**src/rtl/sequencer_xix_timing_pkg.sv**
```systemverilog
// Shared types and constants for the IX/IY sequencer timing block.
package sequencer_xix_timing_pkg;

   localparam int unsigned XPT_W   = 5;
   localparam int unsigned XPT_MAX = 31;
   localparam int unsigned DATA_W  = 8;
   localparam int unsigned MODE_W  = 2;

   typedef enum logic [MODE_W-1:0] {
      MODE_M1   = 2'd0,
      MODE_CMR  = 2'd1,
      MODE_EXEC = 2'd2
   } mode_e;

   // Decoder enable: a prefix is active, not in the DDCB/FDCB path, and executing.
   function automatic logic dec_enable_f(input logic xix, input logic xiy,
                                         input logic xix4, input mode_e mode);
      return (xix | xiy) & ~xix4 & (mode == MODE_EXEC);
   endfunction

endpackage

```
**src/rtl/sequencer_xix_timing_if.sv**
```systemverilog
// Strobe and status bundle between the bus/decoder side and the sequencer.
interface sequencer_xix_timing_if;
   import sequencer_xix_timing_pkg::*;

   logic                Bus_Ready;
   logic [DATA_W-1:0]   Bus_Data;
   logic                Set_XIX;
   logic                Set_XIY;
   logic                PR_Reset_XPT;
   logic                P2_Set_CM1;
   logic                P2_Set_CMR;
   logic                P2_Reset_XIX;
   logic                P2_Reset_XIY;
   logic                P2_Set_XIX4_0;
   logic                P2_Set_XIY4_0;
   logic                Pa_Ophd;

   logic                Phase2;
   logic [XPT_W-1:0]    XPT;
   logic [XPT_W-1:0]    notXPT;
   logic [DATA_W-1:0]   Source;
   logic [DATA_W-1:0]   notSource;
   logic                Dec_Enable;
   logic                is_Y;
   logic                In_XIX4;
   logic [MODE_W-1:0]   Mode;

   modport master (
      output Bus_Ready, Bus_Data, Set_XIX, Set_XIY, PR_Reset_XPT,
             P2_Set_CM1, P2_Set_CMR, P2_Reset_XIX, P2_Reset_XIY,
             P2_Set_XIX4_0, P2_Set_XIY4_0, Pa_Ophd,
      input  Phase2, XPT, notXPT, Source, notSource, Dec_Enable, is_Y,
             In_XIX4, Mode
   );

   modport slave (
      input  Bus_Ready, Bus_Data, Set_XIX, Set_XIY, PR_Reset_XPT,
             P2_Set_CM1, P2_Set_CMR, P2_Reset_XIX, P2_Reset_XIY,
             P2_Set_XIX4_0, P2_Set_XIY4_0, Pa_Ophd,
      output Phase2, XPT, notXPT, Source, notSource, Dec_Enable, is_Y,
             In_XIX4, Mode
   );

endinterface

```
**src/rtl/sequencer_step_counter.sv**
```systemverilog
// Half-step phase toggle and saturating machine-step counter with stall and restart.
module sequencer_step_counter
   import sequencer_xix_timing_pkg::*;
(
   input  logic             clock,
   input  logic             reset,
   input  logic             i_ready,
   input  logic             i_clr,
   output logic             o_phase2,
   output logic [XPT_W-1:0] o_xpt
);

   logic             r_phase2;
   logic [XPT_W-1:0] r_xpt;

   // Advance phase every ready clock; step on second half, hold at terminal step.
   always_ff @(posedge clock) begin
      if (reset) begin
         r_phase2 <= 1'b0;
         r_xpt    <= '0;
      end else if (i_ready) begin
         if (i_clr) begin
            r_phase2 <= 1'b0;
            r_xpt    <= '0;
         end else begin
            r_phase2 <= ~r_phase2;
            if (r_phase2 && (r_xpt != XPT_W'(XPT_MAX)))
               r_xpt <= r_xpt + XPT_W'(1);
         end
      end
   end

   assign o_phase2 = r_phase2;
   assign o_xpt    = r_xpt;

endmodule

```
**src/rtl/sequencer_xix_timing.sv**
```systemverilog
// Step/phase, cycle-mode and index-prefix state feeding the DD/FD decoder.
module sequencer_xix_timing
   import sequencer_xix_timing_pkg::*;
(
   input  logic                   clock,
   input  logic                   reset,
   sequencer_xix_timing_if.slave  bus
);

   logic              w_phase2;
   logic [XPT_W-1:0]  w_xpt;
   logic              w_p2;
   logic              w_fetch;
   mode_e             w_mode_nxt;
   logic              w_xix_nxt;
   logic              w_xiy_nxt;
   logic              w_xix4_nxt;

   mode_e             r_mode;
   logic              r_xix;
   logic              r_xiy;
   logic              r_xix4;
   logic              r_armed;
   logic [DATA_W-1:0] r_source;
   logic              r_dec_en;

   sequencer_step_counter u_step (
      .clock    (clock),
      .reset    (reset),
      .i_ready  (bus.Bus_Ready),
      .i_clr    (bus.PR_Reset_XPT),
      .o_phase2 (w_phase2),
      .o_xpt    (w_xpt)
   );

   // Second-half strobe window and end of the opcode fetch.
   assign w_p2    = bus.Bus_Ready & w_phase2;
   assign w_fetch = w_p2 & (r_mode == MODE_M1) & (w_xpt == XPT_W'(1));

   // Cycle-mode transitions; CM1 outranks CMR.
   always_comb begin
      w_mode_nxt = r_mode;
      unique case (r_mode)
         MODE_M1:   if (w_fetch) w_mode_nxt = MODE_EXEC;
         MODE_EXEC: begin
            if (w_p2 && bus.P2_Set_CM1)      w_mode_nxt = MODE_M1;
            else if (w_p2 && bus.P2_Set_CMR) w_mode_nxt = MODE_CMR;
         end
         MODE_CMR:  if (w_p2 && bus.P2_Set_CM1) w_mode_nxt = MODE_M1;
         default:   w_mode_nxt = MODE_M1;
      endcase
   end

   // Prefix flags: sub-state entry, then clears, then prefix sets (last prefix wins).
   always_comb begin
      w_xix_nxt  = r_xix;
      w_xiy_nxt  = r_xiy;
      w_xix4_nxt = r_xix4;
      if (w_p2) begin
         if (bus.P2_Set_XIX4_0 && r_xix) w_xix4_nxt = 1'b1;
         if (bus.P2_Set_XIY4_0 && r_xiy) w_xix4_nxt = 1'b1;
         if (bus.P2_Reset_XIX && r_xix) begin
            w_xix_nxt  = 1'b0;
            w_xix4_nxt = 1'b0;
         end
         if (bus.P2_Reset_XIY && r_xiy) begin
            w_xiy_nxt  = 1'b0;
            w_xix4_nxt = 1'b0;
         end
      end
      if (bus.Set_XIY) begin
         w_xiy_nxt = 1'b1;
         w_xix_nxt = 1'b0;
      end else if (bus.Set_XIX) begin
         w_xix_nxt = 1'b1;
         w_xiy_nxt = 1'b0;
      end
   end

   // State and registered outputs; everything holds while the bus stalls.
   always_ff @(posedge clock) begin
      if (reset) begin
         r_mode   <= MODE_M1;
         r_xix    <= 1'b0;
         r_xiy    <= 1'b0;
         r_xix4   <= 1'b0;
         r_armed  <= 1'b1;
         r_source <= '0;
         r_dec_en <= 1'b0;
      end else if (bus.Bus_Ready) begin
         r_mode   <= w_mode_nxt;
         r_xix    <= w_xix_nxt;
         r_xiy    <= w_xiy_nxt;
         r_xix4   <= w_xix4_nxt;
         if (w_fetch && r_armed)
            r_source <= bus.Bus_Data;
         r_armed  <= bus.Pa_Ophd | (r_armed & ~w_fetch);
         r_dec_en <= dec_enable_f(w_xix_nxt, w_xiy_nxt, w_xix4_nxt, w_mode_nxt);
      end
   end

   assign bus.Phase2     = w_phase2;
   assign bus.XPT        = w_xpt;
   assign bus.notXPT     = ~w_xpt;
   assign bus.Source     = r_source;
   assign bus.notSource  = ~r_source;
   assign bus.Dec_Enable = r_dec_en;
   assign bus.is_Y       = r_xiy;
   assign bus.In_XIX4    = r_xix4;
   assign bus.Mode       = r_mode;

endmodule

```
**src/flat_wrapper.sv**
```systemverilog
// flat-port wrapper written by rule: the top's interface ports become plain ports
module sequencer_xix_timing_flat import sequencer_xix_timing_pkg::*;
  (clock, reset, bus_Bus_Ready, bus_Bus_Data, bus_Set_XIX, bus_Set_XIY, bus_PR_Reset_XPT, bus_P2_Set_CM1, bus_P2_Set_CMR, bus_P2_Reset_XIX, bus_P2_Reset_XIY, bus_P2_Set_XIX4_0, bus_P2_Set_XIY4_0, bus_Pa_Ophd, bus_Phase2, bus_XPT, bus_notXPT, bus_Source, bus_notSource, bus_Dec_Enable, bus_is_Y, bus_In_XIX4, bus_Mode);
  sequencer_xix_timing_if bus_i ();
  input  logic clock;
  input  logic reset;
  input wire logic [$bits(bus_i.Bus_Ready)-1:0] bus_Bus_Ready;
  input wire logic [$bits(bus_i.Bus_Data)-1:0] bus_Bus_Data;
  input wire logic [$bits(bus_i.Set_XIX)-1:0] bus_Set_XIX;
  input wire logic [$bits(bus_i.Set_XIY)-1:0] bus_Set_XIY;
  input wire logic [$bits(bus_i.PR_Reset_XPT)-1:0] bus_PR_Reset_XPT;
  input wire logic [$bits(bus_i.P2_Set_CM1)-1:0] bus_P2_Set_CM1;
  input wire logic [$bits(bus_i.P2_Set_CMR)-1:0] bus_P2_Set_CMR;
  input wire logic [$bits(bus_i.P2_Reset_XIX)-1:0] bus_P2_Reset_XIX;
  input wire logic [$bits(bus_i.P2_Reset_XIY)-1:0] bus_P2_Reset_XIY;
  input wire logic [$bits(bus_i.P2_Set_XIX4_0)-1:0] bus_P2_Set_XIX4_0;
  input wire logic [$bits(bus_i.P2_Set_XIY4_0)-1:0] bus_P2_Set_XIY4_0;
  input wire logic [$bits(bus_i.Pa_Ophd)-1:0] bus_Pa_Ophd;
  output wire logic [$bits(bus_i.Phase2)-1:0] bus_Phase2;
  output wire logic [$bits(bus_i.XPT)-1:0] bus_XPT;
  output wire logic [$bits(bus_i.notXPT)-1:0] bus_notXPT;
  output wire logic [$bits(bus_i.Source)-1:0] bus_Source;
  output wire logic [$bits(bus_i.notSource)-1:0] bus_notSource;
  output wire logic [$bits(bus_i.Dec_Enable)-1:0] bus_Dec_Enable;
  output wire logic [$bits(bus_i.is_Y)-1:0] bus_is_Y;
  output wire logic [$bits(bus_i.In_XIX4)-1:0] bus_In_XIX4;
  output wire logic [$bits(bus_i.Mode)-1:0] bus_Mode;
  assign bus_i.Bus_Ready = bus_Bus_Ready;
  assign bus_i.Bus_Data = bus_Bus_Data;
  assign bus_i.Set_XIX = bus_Set_XIX;
  assign bus_i.Set_XIY = bus_Set_XIY;
  assign bus_i.PR_Reset_XPT = bus_PR_Reset_XPT;
  assign bus_i.P2_Set_CM1 = bus_P2_Set_CM1;
  assign bus_i.P2_Set_CMR = bus_P2_Set_CMR;
  assign bus_i.P2_Reset_XIX = bus_P2_Reset_XIX;
  assign bus_i.P2_Reset_XIY = bus_P2_Reset_XIY;
  assign bus_i.P2_Set_XIX4_0 = bus_P2_Set_XIX4_0;
  assign bus_i.P2_Set_XIY4_0 = bus_P2_Set_XIY4_0;
  assign bus_i.Pa_Ophd = bus_Pa_Ophd;
  assign bus_Phase2 = bus_i.Phase2;
  assign bus_XPT = bus_i.XPT;
  assign bus_notXPT = bus_i.notXPT;
  assign bus_Source = bus_i.Source;
  assign bus_notSource = bus_i.notSource;
  assign bus_Dec_Enable = bus_i.Dec_Enable;
  assign bus_is_Y = bus_i.is_Y;
  assign bus_In_XIX4 = bus_i.In_XIX4;
  assign bus_Mode = bus_i.Mode;
  sequencer_xix_timing u_core (.clock(clock), .reset(reset), .bus(bus_i));
endmodule
```
**config.mk**
```make
export PLATFORM = sky130hd
export DESIGN_NAME = sequencer_xix_timing_flat
export DESIGN_NICKNAME = d
export VERILOG_FILES = /design/src/rtl/sequencer_xix_timing_pkg.sv /design/src/rtl/sequencer_xix_timing_if.sv /design/src/rtl/sequencer_step_counter.sv /design/src/rtl/sequencer_xix_timing.sv /design/src/flat_wrapper.sv
export SDC_FILE = /design/constraint.sdc
export NUM_CORES = 1
export LEC_CHECK = 0
export CAP_MARGIN = 20
export CORE_MARGIN = 1
export CORE_UTILIZATION = 39
export CTS_BUF_LIST = sky130_fd_sc_hd__clkbuf_4 sky130_fd_sc_hd__clkbuf_8 sky130_fd_sc_hd__clkbuf_16
export DETAILED_ROUTE_END_ITERATION = 7
export PLACE_DENSITY = 0.79
export SLEW_MARGIN = 0
export SYNTH_ARGS = -nofsm -noshare
export SYNTH_HDL_FRONTEND = slang
export SYNTH_SLANG_ARGS = --single-unit
```
**constraint.sdc**
```tcl
create_clock -name clock -period 1.77 [get_ports clock]
set_input_delay 0.354 -clock clock [delete_from_list [all_inputs] [get_ports clock]]
set_output_delay 0.354 -clock clock [all_outputs]
set_load 0.03 [all_outputs]
```
# After elaboration in Yosys (flattened, before gate mapping)
# Index checks and enable logic that the tools add are counted.
# Widths: inputs -> output; s select.
[classes]
add_sub_neg = 1
eq_ne = 5
mux = 21
bitwise = 13
reduce_logical = 12
[op_table]
columns = ["cell", "count"]
rows = [
  ["$mux 1", 14],
  ["$mux 5", 2],
  ["$logic_and 1x1->1", 8],
  ["$mux 2", 4],
  ["$not 8->8", 1],
  ["$and 1x1->1", 6],
  ["$pmux 2 s3", 1],
  ["$add 5x1->5 const B", 1],
  ["$eq 5x1->1 const B", 1],
  ["$ne 5x5->1 const B", 1],
  ["$not 5->5", 1],
  ["$eq 2x2->1 const B", 2],
  ["$reduce_and 2->1", 2],
  ["$not 1->1", 3],
  ["$eq 2x1->1 const B", 1],
  ["$logic_not 2->1", 1],
  ["$or 1x1->1", 2],
  ["$reduce_bool 2->1", 1],
]
[word_totals]
ff_bits = 21
inputBits = 21
out_inout_bits = 32
word_cells = 61

# Longest topological paths before layout
[depth]
word_depth = 9
mapped_depth = 7
depth_no_buf = 7

# Hierarchy
# A second synthesis with hierarchy kept.
[unflattened]
cells_unflattened = 118
area_unflattened_um2 = 1028.5
[modules_own_cells]
columns = ["mod", "instances", "cells_each", "area_each_um2", "seq_area_each_um2"]
rows = [
  ["sequencer_xix_timing", 1, 86, 738.2, 300.3],
  ["sequencer_step_counter", 1, 32, 290.3, 120.1],
]

# Least setup slack after synthesis
# OpenSTA, ideal clock, no wires.
[synth_path]
kind = "register to register"
from = "register u_core.u_step.r_xpt[1] (netlist: u_core.u_step.o_xpt[1])"
to = "register u_core.r_source[0] (netlist: u_core.bus.Source[0])"
arrival_ps = 1645
path_slack_ps = -4
stages_incl_launch_ff = 7
n_path_buf = 0
synth_period_minus_slack_ps = 1774
path_cell_list = "dfxtp_1 inv_1 ha_1 nor2b_1 nand4_2 mux2i_1 nor2_1"
[synth_via]
elab_chain_len = 4
[synth_rtl]
columns = ["item", "line_no", "rtl"]
rows = [
  ["from (decl)", "sequencer_step_counter.sv:14", "logic [XPT_W-1:0] r_xpt;"],
  ["from (signal assigned)", "sequencer_step_counter.sv:28", "r_xpt <= r_xpt + XPT_W'(1);"],
  ["$eq 5x1->1", "sequencer_xix_timing.sv:38", "assign w_fetch = w_p2 & (r_mode == MODE_M1) & (w_xpt == XPT_W'(1));"],
  ["$and 1x1->1", "sequencer_xix_timing.sv:38", ""],
  ["$logic_and 1x1->1", "sequencer_xix_timing.sv:95", "if (w_fetch && r_armed)"],
  ["$reduce_and 2->1 (no line)", "--", ""],
  ["to (signal assigned)", "sequencer_xix_timing.sv:96", "r_source <= bus.Bus_Data;"],
  ["to (decl)", "sequencer_xix_timing.sv:24", "logic [DATA_W-1:0] r_source;"],
]
# No other way between the ends.
# A chain may end at the register's enable or synchronous reset.

# Worst setup path after layout
[layout_path]
from = "register u_core.r_source[4] (netlist: u_core.bus.Source[4])"
to = "output bus_Source[4]"
[layout_rtl]
columns = ["item", "line_no", "rtl"]
rows = [
  ["to (decl)", "flat_wrapper.sv:22", "output wire logic [$bits(bus_i.Source)-1:0] bus_Source;"],
]
# No word-level cell between the ends.

==> impl_metrics.toml <==
[synth]
synth-edff-count = 0
yosysUniqueCellTypes = 37
synth_area_leader_cell = "dfxtp_1"
synthArstFlopShare_pct = 0
yosysWarnings = 0
syn_inst = 118
synth_ff_type = "dfxtp_1"
syn_area_per_cell_um2 = 8.80
synth_area_leaders = "dfxtp_1, mux2i_1, nor2_1"
ys_seq_elements = 21
netlist_area_mm2 = 0.00104
seq_area_frac_synth_pct = 40.5
yosysTopAreaCellShare_pct = 40.5
syn-num-nets = 142

[global_route]
grt_max_degree = 15
grt_pass1_wl_um = 4170
overflow = 0
first_global_vias = 956
antenna_found_initial = 0
grtUsageTotal_pct = 19.6

[routing]
ant_nets = 0
drtIter0Drc = 39
drt_wl_total_um = 2730
viasPerCell = 5.05
wl_per_cell_um = 13.1
drc = 0
num_vias = 1055
first_pass_iters = 4

[timing]
final.period_utilization_pct = 96.8
hold_viol = 0
drv_slew = 0
finClkSkew_ps = 2.71
fmax_ghz = 0.584
fin_crit_ps = 1710
holdWs_ps = 532
setup_viol = 0
setup_ws_ps = 57.0
relSlewSlack_pct = 77.7
tightest_slew_ps = 334
setup_tns_ps = 0
rsz0062_at_grt = "no"

[setup_path]
path_cells = "clkdlybuf4s50_1"
reg2reg_slack_ps = 140
critPathCaptureType = "output port"
critPathMaxStageDelay_ps = 680
timing.rr.start = "u_core.u_step.o_xpt[1]"
required_ps = 1420
path_buf_inv = 1
r2r-end = "u_core.u_step.o_xpt[4]"
critPathMaxFanout = 3
start_kind = "flip-flop"
critPathTopFamily = "buffers and inverters"
cpMaxStageDelayCell = "clkdlybuf4s50_1"
critPathArrivalTime_ps = 1360
crit_type = "reg -> out"
reg2regPathDepth = 7

[clocking]
clockRootBuffer = "clkbuf_4"
tritoncts = "yes"
cts_setup_buffers = 0
ctsHtreeMaxLevel = 1
clock_path_buffers = 2
clock-sinks = 21
hold_buffers = 0
clock_latency_ps = 300
clk_pin_slew_worst_paths_ps = 120
cts_buffers = 3

[status]
outcome = "completed"

[floorplan]
die_area_mm2 = 0.00287
initial_core_util_pct = 41.5
die_w_um = 53.6
boundaryPins = 53
die_h_um = 53.6
core_area_mm2 = 0.00250
rows = 18

[layout]
nFillCells = 204
num_antenna_cells = 0
area_growth_pct = 62.2
layout_common_cells = "clkdlybuf4s50_1, nor2_1, dfxtp_1"
design_area_mm2 = 0.00168
fin_nets = 204
layout-drive-gt1-share_pct = 12.3
layout.cells.most_common = "clkdlybuf4s50_1"
fin_cells = 209
final_util_pct = 67.4

[job]
drv_cap = 0

[placement]
io_buffers = 52
place_congestion = 0.801
placed_cells = 205
place_ws_ps = -33.8
dpl.hpwl_um = 2150
dpl_cell_area_mm2 = 0.00164

[power]
power_density_mw_per_mm2 = 509
irDropWorstVdd_mv = 0.424
power.total_uw = 858
leakage_nw = 0.842

[worst_hold_path]
hold_end = "u_core.r_armed"
min-delay-start = "u_core.r_armed"
holdPathStages = 1
hold_path_class = "reg -> reg"
cell type report:
| class | instances | area (µm²) | share of cell area (%) |
|---|---|---|---|
| timing repair buffer | 61 | 602 | 35.7 |
| sequential | 21 | 422 | 25.0 |
| multi-input combinational | 77 | 536 | 31.8 |
| clock buffer | 3 | 22.5 | 1.34 |
| clock inverter | 1 | 5.00 | 0.297 |
| inverter | 16 | 60.1 | 3.57 |
| tap | 30 | 37.5 | 2.23 |
registers in the layout, indices dropped and copies added (netlist names):
| signal | count |
|---|---|
| u_core.bus.Dec_Enable | 1 |
| u_core.bus.Source | 8 |
| u_core.r_xix | 1 |
| u_core.bus.Mode | 2 |
| u_core.r_armed | 1 |
| u_core.u_step.o_xpt | 5 |
| u_core.bus.is_Y | 1 |
| u_core.u_step.o_phase2 | 1 |
| u_core.bus.In_XIX4 | 1 |
worst max path at each step:
stage | start | endpoint | depth (start not counted)
after floorplan | u_core.u_step.o_xpt[0] | u_core.u_step.o_xpt[4] | 7
after global placement | bus_Bus_Ready | u_core.bus.Dec_Enable | 6
after detailed placement | bus_Bus_Ready | u_core.bus.Dec_Enable | 5
after CTS | u_core.bus.Source[6] | bus_notSource[6] | 2
after global routing | u_core.bus.Source[0] | bus_notSource[0] | 2
final | u_core.bus.Source[4] | bus_Source[4] | 1
logic make-up after synthesis:
logic type	count (synthesis)	share of synthesized area (%)
AND/OR/NAND/NOR	44	23.3
AO/OA/AOI/OAI	18	13.4
XOR/XNOR	2	1.69
multiplexers	10	9.64
flip-flops	21	40.5
buffers and inverters	20	7.95
adder cells (fa/ha/maj)	3	3.61
per-layer routing:
metal	wire, µm	vias up	GRT usage, %
met1	1200	494	24.0
met4	21	0	4.39
met3	107	2	3.11
met5	0	-	0
li1	-	524	-
met2	1400	35	35.4
repair_timing:
action / CTS / global route
endpoints found under the setup margin: 11 / 11
gates cloned: 0 / 0
gates resized for setup: 11 / 11
power by group:
group / total (mW) / internal [mW] / switching [mW]
clock: 0.230 / 0.0843 / 0.146
combinational: 0.143 / 0.0779 / 0.0653
sequential: 0.485 / 0.479 / 0.00553
synth_stat cells, types with 2 or more instances:
master and count:
a21oi_1 3, a22oi_1 3, clkbuf_1 3, dfxtp_1 21, ha_1 3, inv_1 16
mux2i_1 10, nand2_1 4, nand2b_1 2, nand3_1 3, nor2_1 21, nor2b_1 2
o22ai_1 2, xnor2_1 2
(Power assumes the default switching activity.)
==> variant: new RTL, same flow settings <==
Set the package constant `DATA_W` to 12 (it was 8).
--- a/src/rtl/sequencer_xix_timing_pkg.sv
+++ b/src/rtl/sequencer_xix_timing_pkg.sv
@@ -3,7 +3,7 @@
 
    localparam int unsigned XPT_W   = 5;
    localparam int unsigned XPT_MAX = 31;
-   localparam int unsigned DATA_W  = 8;
+   localparam int unsigned DATA_W  = 12;
    localparam int unsigned MODE_W  = 2;
 
    typedef enum logic [MODE_W-1:0] {
Ports: changed (resized bus_Bus_Data, bus_Source and bus_notSource); port bits go from 53 to 65. The function was not compared with the original's and may differ.
==> variant against the unedited design <==
  * Sequential cell count up 4
  * Area after synthesis grew 23%
  * Setup slack better by 0.0053 ns
  * Final area grew 23%
  * Maximum frequency up 0.31%
  * Combinational power shrank 3%
  * Sequential power grew 18%
  * Register-to-register slack worse by 0.06 ns
  * Routed wire length increased by 23%
  * Total power grew 14%
  * Die area increased by 22%
  * Critical endpoint is now bus_Phase2
==> variant: results (changes against the unedited design) <==
status: "completed"  # unchanged
ys_async_sr_fraction_pct: 0  # unchanged
hold-worst-slack_ns: 0.4893  # was 0.5321 ns
cts_buffers: 3  # unchanged
worstHoldStart: "u_core.bus.Source[8]$_SDFFE_PP0P_"  # was u_core.r_armed$_SDFFE_PP1P_
synth_nets: 180  # was 142
grt_pass1_vias: 1171  # was 956
grt_first_pass_wirelength_um: 5085  # was 4174 um
grt_max_degree: 22  # was 15
yosys_warnings: 0  # unchanged
drtIter0Drc: 30  # was 39
antenna_found_initial: 0  # unchanged
insertion_delay_ns: 0.32  # was 0.30 ns
tns_ns: 0  # unchanged
rrSetupSlack_ns: 0.08  # was 0.14 ns
synth.area.top_cells: "dfxtp_1, nand3_2, a21oi_2"  # was dfxtp_1, mux2i_1, nor2_1
port_buffers: 64  # was 52
diodes: 0  # unchanged
clockBufferDepth: 2  # unchanged
peakVddDrop_mv: 0.2387  # was 0.4244 mV
dpl.hpwl_um: 2507  # was 2147 um
p_leak_uw: 0.0009600  # was 0.0008417 uW
crit_path_start: "u_core.u_step.o_phase2$_SDFFE_PP0P_"  # was u_core.bus.Source[4]$_SDFFE_PP0P_
num-fill-cells: 259  # was 204
min_path_type: "reg -> reg"  # unchanged
clkSlewWorstSetupHoldPaths_ns: 0.15  # was 0.12 ns
arrival_ns: 1.35
skew_ns: 0.007630  # was 0.002708 ns
synth_common_cells: "dfxtp_1, inv_1, nand2_1"  # was dfxtp_1, nor2_1, inv_1
largest_reg_flops: 12  # was 8
cts-root-buf: "clkbuf_4"  # unchanged
r2r_start: "u_core.u_step.o_xpt[0]$_SDFFE_PP0P_"  # was u_core.u_step.o_xpt[1]$_SDFFE_PP0P_
post-route-drc-count: 0  # unchanged
gp_congestion: 0.8711  # was 0.8007
ys_types: 33  # was 37
routedWlPerCell_um: 12.64  # was 13.06 um
slew_headroom_pct: 76.31  # was 77.67%
cpLargestDelayFamily: "buffers and inverters"  # unchanged
h-tree-depth: 1  # unchanged
path_max_fanout: 2  # was 3
grt_util_all_layers_pct: 18.70  # was 19.55%
crit_slowest_cell: "clkdlybuf4s50_1"  # unchanged
drive_above_1_share_pct: 18.02  # was 12.29%
drt_pre_antenna_iters: 4  # unchanged
max_stage_delay_ns: 0.67
vias_per_cell: 4.865  # was 5.048
layout.nets: 251  # was 204
cts_setup_buffers: 0  # unchanged
synth.yosys.seq_area_share_pct: 39.10  # was 40.48%
internal_power_uw: 729.9  # was 641.4 uW
## variant: cells by family (layout without fill, tap and decap cells)
| kind of cell | Yosys count | in the layout | share of synthesized area, % |
|---|---|---|---|
| multiplexers | 1 | 1 | 0.7820 |
| adder cells (fa/ha/maj) | 3 | 3 | 2.933 |
| flip-flops | 25 | 25 | 39.10 |
| AO/OA/AOI/OAI | 36 | 36 | 19.45 |
| AND/OR/NAND/NOR | 57 | 57 | 25.22 |
| buffers and inverters | 28 | 98 | 11.14 |
| XOR/XNOR | 2 | 2 | 1.369 |
## variant: final cells by class
cell class / count / area share (%)
Multi-Input combinational cell: 99 / 31.31
Timing Repair Buffer: 74 / 36.58
Inverter: 20 / 3.634
Clock inverter: 1 / 0.3634
Sequential cell: 25 / 24.35
Tap cell: 44 / 2.665
Clock buffer: 3 / 1.090
## variant: metrics by stage
step	area [um^2]	power, uW	setup slack, ns	utilization [%]	std cells
final	2066	980.1	0.06234	67.11	266
after CTS	1997	987.1	0.003319	64.88	266
after floorplan	1281	635.2	0.04571	-	152
after global placement	1984	718.9	0.05551	64.47	262
after global routing	2066	1025	0.008053	67.11	266
after detailed placement	1984	722.3	0.01619	64.47	262
## variant: repair_timing
item,CTS,global route
endpoints found under the setup margin,14,39
cloned,0,0
hold buffers,0,0
gates resized for setup,14,26
## variant: worst paths after layout
check                                        end  depth (start not counted)
max reg2reg  u_core.u_step.o_xpt[3]$_SDFFE_PP0P_                          7
max                                   bus_Phase2                          1
min            u_core.bus.Source[8]$_SDFFE_PP0P_                          2
min reg2reg    u_core.bus.Source[8]$_SDFFE_PP0P_                          2
## variant: power by group through the flow
| stage | clock network (uW) | logic, uW | registers [uW] |
|---|---|---|---|
| 2_1_floorplan | 0 | 42.2 | 593 |
| 3_3_place_gp | 0 | 135 | 584 |
| 3_5_place_dp | 0 | 137 | 585 |
| 4_1_cts | 278 | 136 | 573 |
| 5_1_grt | 303 | 148 | 574 |
| 6_report | 269 | 138 | 573 |
## variant: per-layer routing
layer | vias up | GRT usage, % | part of all wire (%)
met5 | - | 0 | 0
met4 | 0 | 5.442 | 1.2
met3 | 4 | 2.183 | 6.5
met2 | 57 | 31.94 | 48
met1 | 584 | 24.63 | 45
li1 | 649 | - | -
